$ cat config.mk
export PLATFORM = sky130hd
export DESIGN_NAME = ipu_coord_tx
export DESIGN_NICKNAME = d
export VERILOG_FILES = /design/src/rtl/ipu_coord_tx.sv
export SDC_FILE = /design/constraint.sdc
export NUM_CORES = 1
export LEC_CHECK = 0
export CORE_ASPECT_RATIO = 1.25
export CORE_MARGIN = 10
export CORE_UTILIZATION = 50
export CTS_CLUSTER_DIAMETER = 120
export DETAILED_ROUTE_END_ITERATION = 16
export GPL_ROUTABILITY_DRIVEN = 0
export GPL_TIMING_DRIVEN = 0
export PLACE_DENSITY = 0.74
export SLEW_MARGIN = 20
export SYNTH_ARGS = -nofsm -noshare
export SYNTH_HDL_FRONTEND = slang
export SYNTH_SLANG_ARGS = --single-unit
$ cat constraint.sdc
create_clock -name clk -period 2.11 [get_ports clk]
set_input_delay 0.422 -clock clk [delete_from_list [all_inputs] [get_ports clk]]
set_output_delay 0.422 -clock clk [all_outputs]
set_load 0.1 [all_outputs]
$ cat src/rtl/ipu_coord_tx.sv
`default_nettype none
// ============================================================================
// Module      : ipu_coord_tx
// Description : Queues selected tile coordinates in a 4-entry FIFO and
//               delivers them one at a time over an interrupt/ack handshake.
// Revision    : 1.0 - initial release
// ============================================================================
module ipu_coord_tx (
  input  logic       clk,
  input  logic       rst,
  input  logic       coord_valid,
  input  logic [3:0] coord_in,
  input  logic       int_ack,
  output logic       ipu_int,
  output logic [3:0] grid_coord,
  output logic       fifo_full,
  output logic [3:0] drop_cnt
);

  localparam int         DEPTH     = 4;
  localparam logic [3:0] MAX_COORD = 4'd8;
  localparam logic [2:0] FULL_CNT  = 3'd4;
  localparam logic [3:0] DROP_MAX  = 4'd15;

  typedef enum logic [1:0] {
    ST_IDLE    = 2'd0,
    ST_REQ     = 2'd1,
    ST_ACKWAIT = 2'd2
  } state_t;

  state_t     r_state;
  logic [3:0] r_mem [0:DEPTH-1];
  logic [1:0] r_wr_ptr;
  logic [1:0] r_rd_ptr;
  logic [2:0] r_count;
  logic [3:0] r_grid;
  logic [3:0] r_drop;

  logic w_pop;
  logic w_push;
  logic w_full;
  logic w_legal;
  logic w_drop;

  // A pop only happens as the acknowledge of a live request, and a request
  // is only live while the queue is non-empty; the count term is a safeguard.
  assign w_full  = (r_count == FULL_CNT);
  assign w_legal = (coord_in <= MAX_COORD);
  assign w_pop   = (r_state == ST_REQ) && int_ack && (r_count != 3'd0);
  assign w_push  = coord_valid && w_legal && (!w_full || w_pop);
  assign w_drop  = coord_valid && !w_push;

  always_ff @(posedge clk or negedge rst) begin
    if (!rst) begin
      r_state <= ST_IDLE;
      r_grid  <= 4'd0;
    end else begin
      case (r_state)
        ST_IDLE: begin
          if (r_count != 3'd0) begin
            r_state <= ST_REQ;
            r_grid  <= r_mem[r_rd_ptr];
          end
        end
        ST_REQ: begin
          if (int_ack) begin
            r_state <= ST_ACKWAIT;
          end
        end
        ST_ACKWAIT: begin
          if (!int_ack) begin
            r_state <= ST_IDLE;
          end
        end
        default: begin
          r_state <= ST_IDLE;
        end
      endcase
    end
  end

  always_ff @(posedge clk or negedge rst) begin
    if (!rst) begin
      r_wr_ptr <= 2'd0;
      r_rd_ptr <= 2'd0;
      r_count  <= 3'd0;
    end else begin
      if (w_push) begin
        r_wr_ptr <= r_wr_ptr + 2'd1;
      end
      if (w_pop) begin
        r_rd_ptr <= r_rd_ptr + 2'd1;
      end
      case ({w_push, w_pop})
        2'b10:   r_count <= r_count + 3'd1;
        2'b01:   r_count <= r_count - 3'd1;
        default: r_count <= r_count;
      endcase
    end
  end

  // When full with a same-edge pop, the write lands on the slot being
  // popped; its value was already captured into grid_coord on entry to REQ.
  generate
    for (genvar i = 0; i < DEPTH; i++) begin : g_slot
      always_ff @(posedge clk or negedge rst) begin
        if (!rst) begin
          r_mem[i] <= 4'd0;
        end else if (w_push && (r_wr_ptr == 2'(i))) begin
          r_mem[i] <= coord_in;
        end
      end
    end
  endgenerate

  always_ff @(posedge clk or negedge rst) begin
    if (!rst) begin
      r_drop <= 4'd0;
    end else if (w_drop && (r_drop != DROP_MAX)) begin
      r_drop <= r_drop + 4'd1;
    end
  end

  assign ipu_int    = (r_state == ST_REQ);
  assign grid_coord = r_grid;
  assign fifo_full  = w_full;
  assign drop_cnt   = r_drop;

endmodule
`default_nettype wire

---- Word-level counts from Yosys, hierarchy flattened ----
Index checks and enable logic that the tools add are counted.
word-level totals
  flip-flop bits (word level) ............. 33
  input bits .............................. 8
  output and inout port bits .............. 10
  word-level logic and storage cells ...... 57
cells by class
  add/subtract/negate cells ............... 5
  order comparisons ....................... 2
  equality and inequality tests ........... 12
  mux-type cells .......................... 8
  bitwise logic cells ..................... 1
  reduce and logical (&&, ||, !) cells .... 19
operators by type and width
  kind                 count
  $logic_and 1x1->1    10
  $bmux 4 s2           1
  $eq 2x2->1 const B   4
  $mux 4               2
  $eq 2x1->1 const B   3
  $mux 2               3
  $ne 2x2->1 const B   3
  $pmux 2 s3           1
  $pmux 3 s2           1
  $add 2x1->2 const B  2
  $add 4x1->4 const B  1
  $le 4x4->1 const B   1
  $logic_not 2->1      2
  $ne 4x4->1 const B   1
  $add 3x1->3 const B  1
  $eq 3x3->1 const B   1
  $ge 3x3->1 const B   1
  $not 2->3            1
  $reduce_and 3->1     1
  $reduce_bool 3->1    1
  $sub 3x1->3 const B  1
  $logic_not 1->1      2
  $reduce_and 2->1     1
  $reduce_bool 2->1    1
  $logic_or 1x1->1     1

---- Longest topological paths before layout ----
Gate-level depths: netlist (run 1).
  depth in word-level cells ............... 8
  depth in mapped cells ................... 6
  depth with buffers taken out ............ 6

---- Least setup slack after synthesis (run 1) ----
Ideal clock, no wire load.
  kind .................................... flip-flop to flip-flop
  start point ............................. reg r_count[0]
  end point ............................... reg r_count[1]
  setup time .............................. 125 ps
  arrival ................................. 3918 ps
  data required time ...................... 1985 ps
  slack ................................... -1933 ps
  stages on the path, launching flop included .. 5
  path buffers ............................ 0
  period minus slack after synthesis ...... 4043 ps
  cell sequence ........................... dfrtp_1 -> nor3b_1 -> a221o_2 -> o21ba_2 -> mux2_2
between the ends
  longest elaborated chain between the ends .. 6
  elaborated cells on any way between the ends .. 12
  those cells by class .................... 2 x add/sub; 3 x eq/ne; 1 x mux; 6 x reduce/logical
ends and longest elaborated chain
  element                                          RTL line  text
  start: declaration                               35        logic [2:0] r_count;
  start signal: assignment                         95        2'b10: r_count <= r_count + 3'd1;
  start signal: assignment                         96        2'b01: r_count <= r_count - 3'd1;
  start signal: assignment                         97        default: r_count <= r_count;
  $eq 3x3->1 *                                     47        assign w_full = (r_count == FULL_CNT);
  via fifo_full                                    16        output logic fifo_full,
  $logic_not 1->1 *                                50        assign w_push = coord_valid && w_legal && (!w_full || w_pop);
  $logic_or 1x1->1 *                               50
  $logic_and 1x1->1 *                              50
  $eq 2x1->1 or $eq 2x2->1 (tied branches)         94        case ({w_push, w_pop})
  $pmux 3 s2 or $reduce_bool 2->1 (tied branches)  n/a
Mark *: on every way through the listed nets, which the timed path passes. The rest lies on a longest branch.
A chain may end at the register's enable or synchronous reset.

---- Final worst setup path (run 1) ----
  start point ............................. reg r_drop[0] (netlist: drop_cnt[0])
  end point ............................... out drop_cnt[0]
RTL lines
  element                   RTL line  text
  start: declaration        37        logic [3:0] r_drop;
  start signal: assignment  120       r_drop <= r_drop + 4'd1;
  end: declaration          17        output logic [3:0] drop_cnt
No word-level cell between the ends.

==> results.sh, run 1 <==
export IMPL_avgSynthCellArea_um2=13.8
export IMPL_critical_path_buf_inv_count=1
export IMPL_hp_class="in -> async"
export IMPL_syn_nets=126
export IMPL_io_buffers=17
export IMPL_ioPinCount=18
export IMPL_postSynthCellCount=112
export IMPL_synth_top_cell_area_share=0.534
export IMPL_ys_seq_area_frac=0.534
export IMPL_antenna_found_initial=0
export IMPL_place_ws_ns=-0.514
export IMPL_route_detailed_drc=0
export IMPL_drt_total_wl_mm=2.80
export IMPL_yosysUniqueCellTypes=30
export IMPL_grt_max_degree=34
export IMPL_root_buffer="clkbuf_4"
export IMPL_drt_iter0_drc=29
export IMPL_critPathRequiredTime_ns=1.69
export IMPL_finalCritPeriodShare=0.962
export IMPL_area_delta_synth_final_pct=23.4
export IMPL_grt_pass1_vias=1036
export IMPL_dp_hpwl_mm=2.06
export IMPL_setup_violations=0
export IMPL_ys_flop_type="dfrtp_1"
export IMPL_grt_usage=0.106
export IMPL_vias=952
export IMPL_vias_per_cell=5.41
export IMPL_clkTransAtPathRegs_ns=0.10
export IMPL_ant_nets=0
export IMPL_cp_arrival_ns=1.61
export IMPL_grt_overflow_total=0
export IMPL_crit_family="buffers and inverters"
export IMPL_tns_ns=0
export IMPL_synth_edff_count=0
export IMPL_tightest_slew_ns=0.964
export IMPL_status="complete, no violations"
export IMPL_htreeDepth=2
export IMPL_die_h_um=82.2
export IMPL_multi_input_area_um2=776
export IMPL_start_util=0.525
export IMPL_die_area_um2=5740
export IMPL_hold_viol_final=0
export IMPL_cap_violations=0
export IMPL_maxSlewViolCount=0
export IMPL_cpPeakStageDelay_ns=0.85
export IMPL_maxSlewHeadroom=0.360
export IMPL_path_max_fanout=4
export IMPL_synth_top_cell_by_area="dfrtp_1"
export IMPL_ys_async_sr_fraction=1.00
export IMPL_die_x_um=69.8
export IMPL_rows=22
export IMPL_cp_end_kind="primary output"
export IMPL_worstPathCellList="clkdlybuf4s15_1"
export IMPL_nFillCells=218
export IMPL_period_minus_slack_ns=2.03
export IMPL_syn_area_um2=1550
export IMPL_drive_above_1_share=0.371
export IMPL_grt_pass1_wl_mm=4.86
export IMPL_worst_slack_ns=0.0795
export IMPL_holdWs_ns=0.133
export IMPL_clock_tree_buffer_depth=2
export IMPL_dr_pass1_iters=4
export IMPL_synth_seq_cells=33
export IMPL_cts_tree="built"
export IMPL_reg2reg_slack_ns=0.19
export IMPL_diodes=0
export IMPL_core_um2=2950
export IMPL_slowest_stage="clkdlybuf4s15_1"
export IMPL_cts_sinks=33
export IMPL_synth_top_cells_by_count="dfrtp_1, mux2_2, nand2_1"
export IMPL_final_util=0.649
export IMPL_clk_latency_ns=0.33
export IMPL_synth_most_common_cell="dfrtp_1"
export IMPL_path_class="reg -> out"
export IMPL_wl_per_cell_um=15.9
export IMPL_yosysWarnings=0
export IMPL_clock_skew_ns=0.00538
export IMPL_rsz0062_at_grt="false"
export IMPL_cts_buffers=5
export IMPL_fmax_ghz=0.492
export IMPL_regArea_um2=827
export IMPL_fin_nets=153
export IMPL_synth_area_leaders="dfrtp_1, mux2_2, mux4_2, ha_1, xnor2_1"
export IMPL_worstSetupStartpointType="register"
## final timing paths
path,start,to,cells after the start
setup reg to reg,r_count[1],r_count[2],6
hold reg to reg,grid_coord[2],grid_coord[2],1
max in group asynchronous,rst,r_count[0],1
hold / removal,rst,drop_cnt[1],1
setup / recovery,drop_cnt[0],drop_cnt[0],1
min in group clk,coord_in[0],r_mem[0],2
## cell usage in the layout, fill, tap and decap left out, drive strengths merged, types with 4 or more instances in the layout
master         count
dfrtp             33
mux2              22
clkbuf             8
nand2              7
inv                5
ha                 5
dlygate4sd2        5
buf                5
mux4               4
xnor2              4
clkdlybuf4s15      4
## area by class of cell
| type | count | area share |
|---|---|---|
| inverter | 5 | 0.00982 |
| clock buffer | 6 | 0.0216 |
| clock inverter | 2 | 0.00524 |
| sequential | 33 | 0.433 |
| buffer | 2 | 0.00393 |
| tap | 36 | 0.0236 |
| timing repair buffer | 20 | 0.0969 |
| multi-input combinational | 72 | 0.406 |
## layer usage
layer,share of wire,vias up,track usage
li1,-,455,-
met1,0.45,475,0.119
met2,0.49,16,0.176
met3,0.044,6,0.0442
met4,0.016,0,0.0455
met5,0,-,0
## per-stage QoR
step	instance area, um2	cells
after global routing	1910	176
after floorplan	1610	112
after CTS	1890	175
final	1910	176
after global placement	1820	165
after detailed placement	1820	165
## state kept, by name, summed over array words and instances, names as in the netlist
register,cells
r_count,3
drop_cnt,4
r_state,2
r_rd_ptr,2
grid_coord,4
r_wr_ptr,2
r_mem,16
## repair_timing
action / CTS / global route
gates resized for setup: 20 / 7
endpoints found under the hold margin: 0 / 0
pin swaps: 3 / 1
setup endpoints to repair: 28 / 15
hold buffers: 0 / 0
setup buffers: 2 / 1
## kinds of logic (layout without fill, tap and decap cells)
| group | Yosys count | in the layout | synth area share |
|---|---|---|---|
| flops | 33 | 33 | 0.534 |
| xor+xnor | 7 | 7 | 0.0396 |
| buf+inv | 7 | 35 | 0.0170 |
| fa+ha+maj | 6 | 6 | 0.0534 |
| mux | 26 | 26 | 0.218 |
| simple gates | 21 | 21 | 0.0703 |
| compound gates | 12 | 12 | 0.0679 |
Power of run 1 is left out: the tool's default activity adds up to more than one toggle a clock period on the data nets, which glitch-free logic cannot reach.
==> inputs of run 2 (changes only) <==
--- a/config.mk
+++ b/config.mk
@@ -13,7 +13,6 @@
 export GPL_ROUTABILITY_DRIVEN = 0
 export GPL_TIMING_DRIVEN = 0
 export PLACE_DENSITY = 0.74
-export SLEW_MARGIN = 20
 export SYNTH_ARGS = -nofsm -noshare
 export SYNTH_HDL_FRONTEND = slang
 export SYNTH_SLANG_ARGS = --single-unit
==> constraint.sdc (replaced) <==
create_clock -name clk -period 2.44 [get_ports clk]
set_input_delay 0.488 -clock clk [delete_from_list [all_inputs] [get_ports clk]]
set_output_delay 0.488 -clock clk [all_outputs]
set_load 0.1 [all_outputs]
==> run 2 against run 1 <==
  * Final cell count decreased by 1.7%
  * Hold slack better by 0.064 ns
  * Via count fell by 0.11%
  * Sequential cell count unchanged
  * Critical path depth stayed put
==> results.sh, run 2 (same netlist as run 1, synthesis figures left out) <==
export IMPL_die_h_um=82.2
export IMPL_cp_end_kind="primary output"
export IMPL_holdWs_ns=0.198
export IMPL_hold_viol_final=0
export IMPL_cts_sinks=33
export IMPL_dr_pass1_iters=4
export IMPL_path_class="reg -> out"
export IMPL_area_delta_synth_final_pct=18.1
export IMPL_grt_overflow_total=0
export IMPL_postCtsSetupBuffers=0
export IMPL_clk_latency_ns=0.33
export IMPL_antenna_found_initial=0
export IMPL_cts_buffers=5
export IMPL_wl_per_cell_um=15.5
export IMPL_status="complete, no violations"
export IMPL_dp_hpwl_mm=2.04
export IMPL_final_common_cell="dfrtp_1"
export IMPL_final_util=0.621
export IMPL_die_area_um2=5740
export IMPL_grt_pass1_wl_mm=4.79
export IMPL_clkTransAtPathRegs_ns=0.10
export IMPL_vias=951
export IMPL_crit_family="buffers and inverters"
export IMPL_worstPathCellList="clkdlybuf4s50_1"
export IMPL_ant_nets=0
export IMPL_cp_arrival_ns=1.86
export IMPL_cpPeakStageDelay_ns=1.15
export IMPL_drive_above_1_share=0.292
export IMPL_root_buffer="clkbuf_4"
export IMPL_clock_skew_ns=0.00644
export IMPL_cts_hold_buf=0
export IMPL_io_buffers=17
export IMPL_hp_class="in -> async"
export IMPL_largest_register_ffs=16
export IMPL_ioPinCount=18
export IMPL_core_um2=2950
export IMPL_setup_violations=0
export IMPL_drt_iter0_drc=37
export IMPL_fmax_ghz=0.426
export IMPL_slowest_stage="clkdlybuf4s50_1"
export IMPL_maxSlewViolCount=0
export IMPL_top_register="r_mem"
export IMPL_tns_ns=0
export IMPL_htreeDepth=2
export IMPL_maxSlewHeadroom=0.351
export IMPL_route_detailed_drc=0
export IMPL_vias_per_cell=5.50
export IMPL_tightest_slew_ns=0.971
export IMPL_finalCritPeriodShare=0.963
export IMPL_final_cell_mix="dfrtp_1, mux2_2, clkdlybuf4s50_1"
export IMPL_start_util=0.525
export IMPL_critPathRequiredTime_ns=1.95
export IMPL_diodes=0
export IMPL_grt_usage=0.104
export IMPL_cts_tree="built"
export IMPL_cap_violations=0
export IMPL_die_x_um=69.8
export IMPL_rsz0062_at_grt="false"
export IMPL_fin_nets=150
export IMPL_period_minus_slack_ns=2.35
export IMPL_nFillCells=214
export IMPL_path_max_fanout=4
export IMPL_rows=22
export IMPL_drt_total_wl_mm=2.68
export IMPL_grt_pass1_vias=1007
export IMPL_clock_tree_buffer_depth=2
export IMPL_grt_max_degree=34
export IMPL_critical_path_buf_inv_count=1
export IMPL_worstSetupStartpointType="register"
run 2: layout make-up:
type	count	area [um2]	area share
plain buffers	2	7.51	0.00411
clock buffers	6	41.3	0.0226
clock inverters	2	10.0	0.00548
inverters	5	18.8	0.0103
multi-input cells	72	707	0.387
flip-flops and latches	33	826	0.452
well taps	36	45.0	0.0246
repair buffers	17	173	0.0945
run 2: path summary, 6_finish.rpt:
check,startpoint,endpoint,slack [ns],cells past startpoint
max reg2reg,r_state[1],r_count[1],0.44,4
min,rst,r_count[0],0.20,1
max,drop_cnt[1],drop_cnt[1],0.09,1
min in group clk,r_count[2],r_count[2],0.51,1
max in group asynchronous,rst,r_mem[3],1.78,1
min reg2reg,r_count[2],r_count[2],0.51,1
run 2: what timing repair did:
action | 4_1_cts | 5_1_grt
resized for setup | 4 | 3
pin swaps | 0 | 0
setup endpoints to repair | 2 | 3
run 2: per-stage QoR:
stage          setup slack, ns  cell area, um2  cells
2_1_floorplan            0.115            1560    112
3_5_place_dp            -0.196            1770    165
3_3_place_gp            -0.134            1770    165
5_1_grt                 0.0279            1830    173
4_1_cts                 0.0287            1830    173
6_report                0.0912            1830    173
run 2: per-layer routing:
layer	routed length [um]	up-vias	global-route usage
met4	42	0	0.0415
met5	0	-	0
met1	1150	481	0.119
li1	-	448	-
met3	120	6	0.0394
met2	1380	16	0.172
Power of run 2 is left out for the same reason.
==> inputs of run 3 (changes only) <==
--- a/config.mk
+++ b/config.mk
@@ -5,6 +5,7 @@
 export SDC_FILE = /design/constraint.sdc
 export NUM_CORES = 1
 export LEC_CHECK = 0
+export CAP_MARGIN = 15
 export CORE_ASPECT_RATIO = 1.25
 export CORE_MARGIN = 10
 export CORE_UTILIZATION = 50
@@ -16,3 +17,4 @@
 export SYNTH_ARGS = -nofsm -noshare
 export SYNTH_HDL_FRONTEND = slang
 export SYNTH_SLANG_ARGS = --single-unit
+export TNS_END_PERCENT = 30
==> run 3 against run 2 <==
  * Hold slack better by 0.31 ns
  * Setup slack gained 0.0040 ns
  * Global-route usage grew 0.26 points
  * Count of clock-buffer cells in the layout unchanged
  * Clock skew up 0.0065 ns
  * Non-clock buffer count rose by 1
  * Final cell count grew 0.58%
  * First-iteration DRC count shrank 30%
  * Critical path type unchanged
==> results.sh, run 3 (same netlist as run 1, synthesis figures left out) <==
export IMPL_maxSlewHeadroom=0.351
export IMPL_vias_per_cell=5.49
export IMPL_crit_family="buffers and inverters"
export IMPL_rsz0062_at_grt="false"
export IMPL_cp_end_kind="primary output"
export IMPL_diodes=0
export IMPL_setup_violations=0
export IMPL_antenna_found_initial=0
export IMPL_rr_endpoint="r_count[1]"
export IMPL_critical_path_depth=1
export IMPL_clkTransAtPathRegs_ns=0.10
export IMPL_ant_nets=0
export IMPL_drt_iter0_drc=26
export IMPL_status="complete, no violations"
export IMPL_die_h_um=82.2
export IMPL_maxSlewViolCount=0
export IMPL_cp_arrival_ns=1.86
export IMPL_postCtsSetupBuffers=0
export IMPL_cts_buffers=5
export IMPL_start_util=0.525
export IMPL_area_delta_synth_final_pct=20.2
export IMPL_grt_overflow_total=0
export IMPL_drt_total_wl_mm=2.73
export IMPL_place_ws_ns=-0.201
export IMPL_grt_pass1_vias=1032
export IMPL_final_cell_mix="dfrtp_1, mux2_2, clkdlybuf4s50_1"
export IMPL_worstSetupStartpointType="register"
export IMPL_path_max_fanout=4
export IMPL_path_class="reg -> out"
export IMPL_r2r_start="r_state[1]"
export IMPL_htreeDepth=2
export IMPL_ioPinCount=18
export IMPL_clock_tree_buffer_depth=2
export IMPL_die_area_um2=5740
export IMPL_hp_class="reg -> reg"
export IMPL_grt_pass1_wl_mm=4.88
export IMPL_dr_pass1_iters=5
export IMPL_cap_violations=0
export IMPL_cts_tree="built"
export IMPL_endpoint="drop_cnt[1]"
export IMPL_critPathLaunch="drop_cnt[1]"
export IMPL_final_common_cell="dfrtp_1"
export IMPL_cpPeakStageDelay_ns=1.15
export IMPL_rows=22
export IMPL_clock_skew_ns=0.0129
export IMPL_grt_usage=0.106
export IMPL_dp_hpwl_mm=2.09
export IMPL_reg2reg_slack_ns=0.44
export IMPL_clk_latency_ns=0.34
export IMPL_critPathRequiredTime_ns=1.95
export IMPL_grt_max_degree=19
export IMPL_fmax_ghz=0.426
export IMPL_tightest_slew_ns=0.971
export IMPL_drive_above_1_share=0.290
export IMPL_critical_path_buf_inv_count=1
export IMPL_io_buffers=17
export IMPL_slowest_stage="clkdlybuf4s50_1"
export IMPL_hold_viol_final=0
export IMPL_vias=956
export IMPL_rr_worst_depth=4
export IMPL_period_minus_slack_ns=2.34
export IMPL_worst_slack_ns=0.0952
export IMPL_top_register="r_mem"
export IMPL_wl_per_cell_um=15.7
export IMPL_holdWs_ns=0.511
export IMPL_core_um2=2950
export IMPL_nFillCells=226
export IMPL_root_buffer="clkbuf_4"
export IMPL_finalCritPeriodShare=0.961
export IMPL_largest_register_ffs=16
export IMPL_die_x_um=69.8
export IMPL_cts_sinks=33
export IMPL_fin_nets=151
export IMPL_worstPathCellList="clkdlybuf4s50_1"
export IMPL_route_detailed_drc=0
run 3: changes by cell type in the layout (fill, tap and decap cells not counted):
cell,before,now
buf_2,1,0
buf_16,0,1
clkdlybuf4s50_1,11,12
run 3: timing repair:
action | 4_1_cts | 5_1_grt
gates resized for setup | 4 | 3
cloned | 0 | 0
endpoints found under the setup margin | 2 | 3
hold buffers | 0 | 0
run 3: final cells by class:
type                            count  area (um2)  share of cell area
Buffer                              2        7.51             0.00403
Clock buffer                        6        41.3              0.0222
Timing Repair Buffer               18         205               0.110
Multi-Input combinational cell     72         707               0.380
Sequential cell                    33         826               0.444
Inverter                            5        18.8              0.0101
Clock inverter                      2        10.0             0.00538
Tap cell                           36        45.0              0.0242
run 3: worst min path at each step:
| stage | end | startpoint | cells past startpoint | slack, ns |
|---|---|---|---|---|
| floorplan | drop_cnt[0] | rst | 0 | 0.19 |
| global placement | r_mem[12] | r_mem[12] | 1 | 0.48 |
| detailed placement | r_mem[11] | r_mem[11] | 1 | 0.49 |
| CTS | r_mem[11] | r_mem[11] | 1 | 0.52 |
| global route | grid_coord[3] | grid_coord[3] | 1 | 0.52 |
| finish | r_mem[11] | r_mem[11] | 1 | 0.51 |
run 3: stage by stage:
step / TNS, ns / std cells / util / area (um2)
finish: 0 / 174 / 0.632 / 1860
CTS: 0 / 174 / 0.629 / 1850
detailed placement: -2.87 / 166 / 0.612 / 1800
floorplan: 0 / 112 / - / 1560
global route: 0 / 174 / 0.632 / 1860
global placement: -1.76 / 165 / 0.602 / 1770
run 3: routing by layer:
layer | up-vias | GRT usage | share of wire
met5 | - | 0 | 0
met4 | 0 | 0.0652 | 0.023
met3 | 8 | 0.0286 | 0.035
met2 | 12 | 0.178 | 0.52
met1 | 483 | 0.120 | 0.43
li1 | 453 | - | -
Power of run 3 is left out for the same reason.
